File: src/rtl/rs_entry_select.sv
// Reservation-station entry selection: lowest-index free-slot encoder
// plus a handshaked round-robin or fixed-priority grant arbiter.
module rs_entry_select #(
  parameter int unsigned N          = 4,
  parameter bit          RR_ARBITER = 1'b1,
  parameter int unsigned IdxLen     = $clog2(N)
) (
  input  logic              clk_i,
  input  logic              rst_i,
  input  logic              flush_i,
  input  logic [N-1:0]      free_i,
  output logic [IdxLen-1:0] free_idx_o,
  output logic              free_valid_o,
  input  logic [N-1:0]      req_i,
  input  logic              gnt_ready_i,
  output logic              gnt_valid_o,
  output logic [IdxLen-1:0] gnt_idx_o,
  output logic [N-1:0]      req_ready_o
);

  logic [IdxLen-1:0] ptr_q;
  logic [IdxLen-1:0] base;
  logic [IdxLen-1:0] pos;
  logic              hs;

  always_comb begin
    free_idx_o   = '0;
    free_valid_o = |free_i;
    for (int i = N - 1; i >= 0; i--) begin
      if (free_i[i]) free_idx_o = IdxLen'(i);
    end
  end

  // Scan downward so the smallest offset from base wins; the
  // IdxLen-wide add wraps from N-1 to 0 on its own.
  always_comb begin
    base      = RR_ARBITER ? ptr_q : '0;
    pos       = '0;
    gnt_idx_o = '0;
    for (int k = N - 1; k >= 0; k--) begin
      pos = base + IdxLen'(k);
      if (req_i[pos]) gnt_idx_o = pos;
    end
  end

  assign gnt_valid_o = |req_i;
  assign hs          = gnt_valid_o & gnt_ready_i;

  always_comb begin
    req_ready_o = '0;
    if (hs) req_ready_o[gnt_idx_o] = 1'b1;
  end

  always_ff @(posedge clk_i) begin
    if (rst_i) begin
      ptr_q <= '0;
    end else if (flush_i) begin
      ptr_q <= '0;
    end else if (hs && RR_ARBITER) begin
      ptr_q <= gnt_idx_o + IdxLen'(1);
    end
  end

endmodule

File: config.mk
export PLATFORM = sky130hd
export DESIGN_NAME = rs_entry_select
export DESIGN_NICKNAME = d
export VERILOG_FILES = /design/src/rtl/rs_entry_select.sv
export SDC_FILE = /design/constraint.sdc
export NUM_CORES = 1
export LEC_CHECK = 0
export CORE_AREA = 2 2 39 41
export CTS_BUF_LIST = sky130_fd_sc_hd__clkbuf_4 sky130_fd_sc_hd__clkbuf_8 sky130_fd_sc_hd__clkbuf_16
export DETAILED_ROUTE_END_ITERATION = 6
export DIE_AREA = 0 0 41 43
export GPL_TIMING_DRIVEN = 0
export SLEW_MARGIN = 25
export SYNTH_ARGS = -nofsm -noshare
export SYNTH_HDL_FRONTEND = slang
export SYNTH_SLANG_ARGS = --single-unit
export TNS_END_PERCENT = 10
File: constraint.sdc
create_clock -name clk_i -period 1.65 [get_ports clk_i]
set_input_delay 0.2475 -clock clk_i [delete_from_list [all_inputs] [get_ports clk_i]]
set_output_delay 0.2475 -clock clk_i [all_outputs]
set_load 0.05 [all_outputs]
==> results.ini, run 1 <==
[placed_design]
globalplace.congestion = 0.6699
io_buffers = 21
place_area_sq_um = 490.5
dp_slack_ns = -1.010

[cts]
cts_tree = built
cts_made_buffers = 3
htree_levels = 1
root_buffer = clkbuf_4
path_clk_slew_ns = 0.03
cts_max_path_buffers = 2
cts.sinks = 2
clk_latency_ns = 0.23

[synth]
yosysTopAreaCell = dfxtp_1
yosys_register_bits = 2
syn-num-nets = 49
synth_area_per_cell_sq_um = 6.087
synth_cells = 37
syn_area_sq_um = 225.2
ys_seq_area_share_pct = 17.78
synth_area_leaders = dfxtp_1 (18%), nor2_1 (15%), a21oi_1 (11%), inv_1 (8.3%), nand2b_1 (8.3%)
synth_top_area_share_pct = 17.78
yosys_warnings = 0
synth_cell_types = 16

[worst_setup_path]
critPathArrivalTime_ns = 1.46
slowest_stage = a211o_1
crit_fanout = 4
cpLargestDelayFamily = buffers and inverters
r2r_slack_ns = 0.35
slowest_delay_ns = 0.29
critical_path_buf_inv_count = 2
worstPathCellList = dlygate4sd2_1 > nand2b_1 > a21oi_2 > a211o_1 > nand2b_4 > nor2_4 > buf_6
crit_path_start_kind = input port
critPathCaptureType = output pin
path_class = input port to output pin
rr_worst_depth = 6
crit_required_ns = 1.40
path_depth = 7

[layout]
antenna_cells = 0
nets = 77
layout-drive-gt1-share_pct = 50.79
largest_reg_flops = 2
fin_area_sq_um = 563.0
area_growth_pct = 150.0

[sta]
fmax_mhz = 584.4
setup_violations = 4
slew_viol_final = 0
period_minus_slack_ns = 1.711
whs_ns = 0.5615
hold_violations = 0
skew_ns = 0.003488
finalCritPeriodShare_pct = 103.7
worst_slack_ns = -0.06128
worst_slew_pin_slew_ns = 0.4798
relSlewSlack_pct = 68.14
rsz0062_at_grt = yes

[die]
start_util_pct = 16.27
core_region_area_sq_um = 1384
die-height_um = 43
die-width_um = 41
std_cell_rows = 14
ios = 22
die_area_sq_um = 1763

[global_route]
antenna_found_initial = 0
grt-busiest-layer = met1
grt_max_degree = 7
grt.overflow.total = 0
grt_util_met1_pct = 13.10
globalRouteMet2Util_pct = 11.88
grt_pass1_wl_mm = 1.159
grt_use_total_pct = 9.719
met3_usage_pct = 4.712
grt_pass1_vias = 296

[route]
drt_iter0_drc = 2
antenna_left = 0
wl_per_cell_um = 10.05
avgViaCountPerCell = 4.329
drt_drc_violations_left = 0
first_pass_iters = 2
wl_um = 794
vias = 342

[power_and_ir_drop]
finalPower_mw = 0.3599
leakagePower_nw = 0.2659
peakVddDrop_v = 0.0002920
p_per_area_nw_per_um2 = 639.1

[outcome]
violations = setup timing
status = finished with violations

[hold_path]
holdPathStages = 2
hp-class = register to register

[flow_run]
drv_cap = 0

-- report_power, final --
| part | switching [mW] | internal (mW) |
|---|---|---|
| Sequential | 0.00330 | 0.0519 |
| Combinational | 0.113 | 0.0838 |
| Clock | 0.0278 | 0.0802 |
-- cells in the mapped netlist --
master	number
nor2_1	9
xor2_1	1
o22ai_1	1
nor3_1	1
dfxtp_1	2
inv_1	5
nand2_1	2
nor2b_1	1
o21ai_0	2
o22a_4	1
and2_1	1
a21oi_1	5
a21o_1	1
nand2b_1	3
a211o_1	1
nand3_1	1
-- per-stage QoR --
stage | utilization, % | TNS (ns) | cells
2_1_floorplan | - | 0 | 37
3_3_place_gp | 35.44 | -6.401 | 74
3_5_place_dp | 35.44 | -6.411 | 74
4_1_cts | 37.88 | -1.215 | 78
5_1_grt | 40.69 | -0.4805 | 79
6_report | 40.69 | -0.1429 | 79
-- final timing paths --
path                               start              to
worst max-delay path            req_i[1]  req_ready_o[1]
worst min-delay path             base[0]         base[0]
worst max register to register   base[0]         base[1]
worst min register to register   base[0]         base[0]
-- what timing repair did --
item / in CTS / in global routing
setup buffers: 1 / 1
setup endpoints to repair: 10 / 9
pin swaps: 2 / 1
hold buffers: 0 / 0
resized for setup: 52 / 19
-- cells in the final DEF, fill, tap and decap left out, drive strengths merged --
cell	netlist	routed
a211o	1	1
a21o	1	1
a21oi	5	5
and2	1	1
buf	0	7
clkbuf	0	6
clkdlybuf4s15	0	1
clkdlybuf4s50	0	7
dfxtp	2	2
dlygate4sd2	0	2
dlymetal6s2s	0	3
inv	5	5
nand2	2	2
nand2b	3	3
nand3	1	1
nor2	9	9
nor2b	1	1
nor3	1	1
o21ai	2	2
o22a	1	1
o22ai	1	1
xor2	1	1
-- tightest hold or removal path, stage by stage, from the launching register on --
cell and delay (ns):
dfxtp_2 0.32, o21ai_0 0.16, a21oi_1 0.04
-- cell type report --
cell class                 instances  area [sq um]
clock buffer                       3         22.52
fill                             149         820.8
inverter                           5         18.77
multi-input combinational         30         226.5
sequential                         2         42.54
tap                               16         20.02
timing repair buffer              23         232.7
-- routing by layer --
| metal | up-vias | share of wire (%) |
|---|---|---|
| li1 | 178 | - |
| met1 | 153 | 41 |
| met2 | 11 | 51 |
| met3 | 0 | 7.7 |
| met4 | 0 | 0 |
| met5 | - | 0 |
-- logic make-up (layout without fill, tap and decap cells) --
family / Yosys count / in the layout / synth area share [%]
AND/OR/NAND/NOR: 18 / 18 / 36.67
XOR/XNOR: 1 / 1 / 3.890
AO/OA/AOI/OAI: 11 / 11 / 33.34
flip-flops: 2 / 2 / 17.78
buffers and inverters: 5 / 31 / 8.334
Note: power is estimated with default switching activity, not from simulation.
==> run 2: changes to the inputs <==
- GPL_ROUTABILITY_DRIVEN: not set -> 1
- SLEW_MARGIN: 25 -> not set
==> results of run 2 <==
Same layout as run 1: the final DEF is identical, and so are final timing and power.
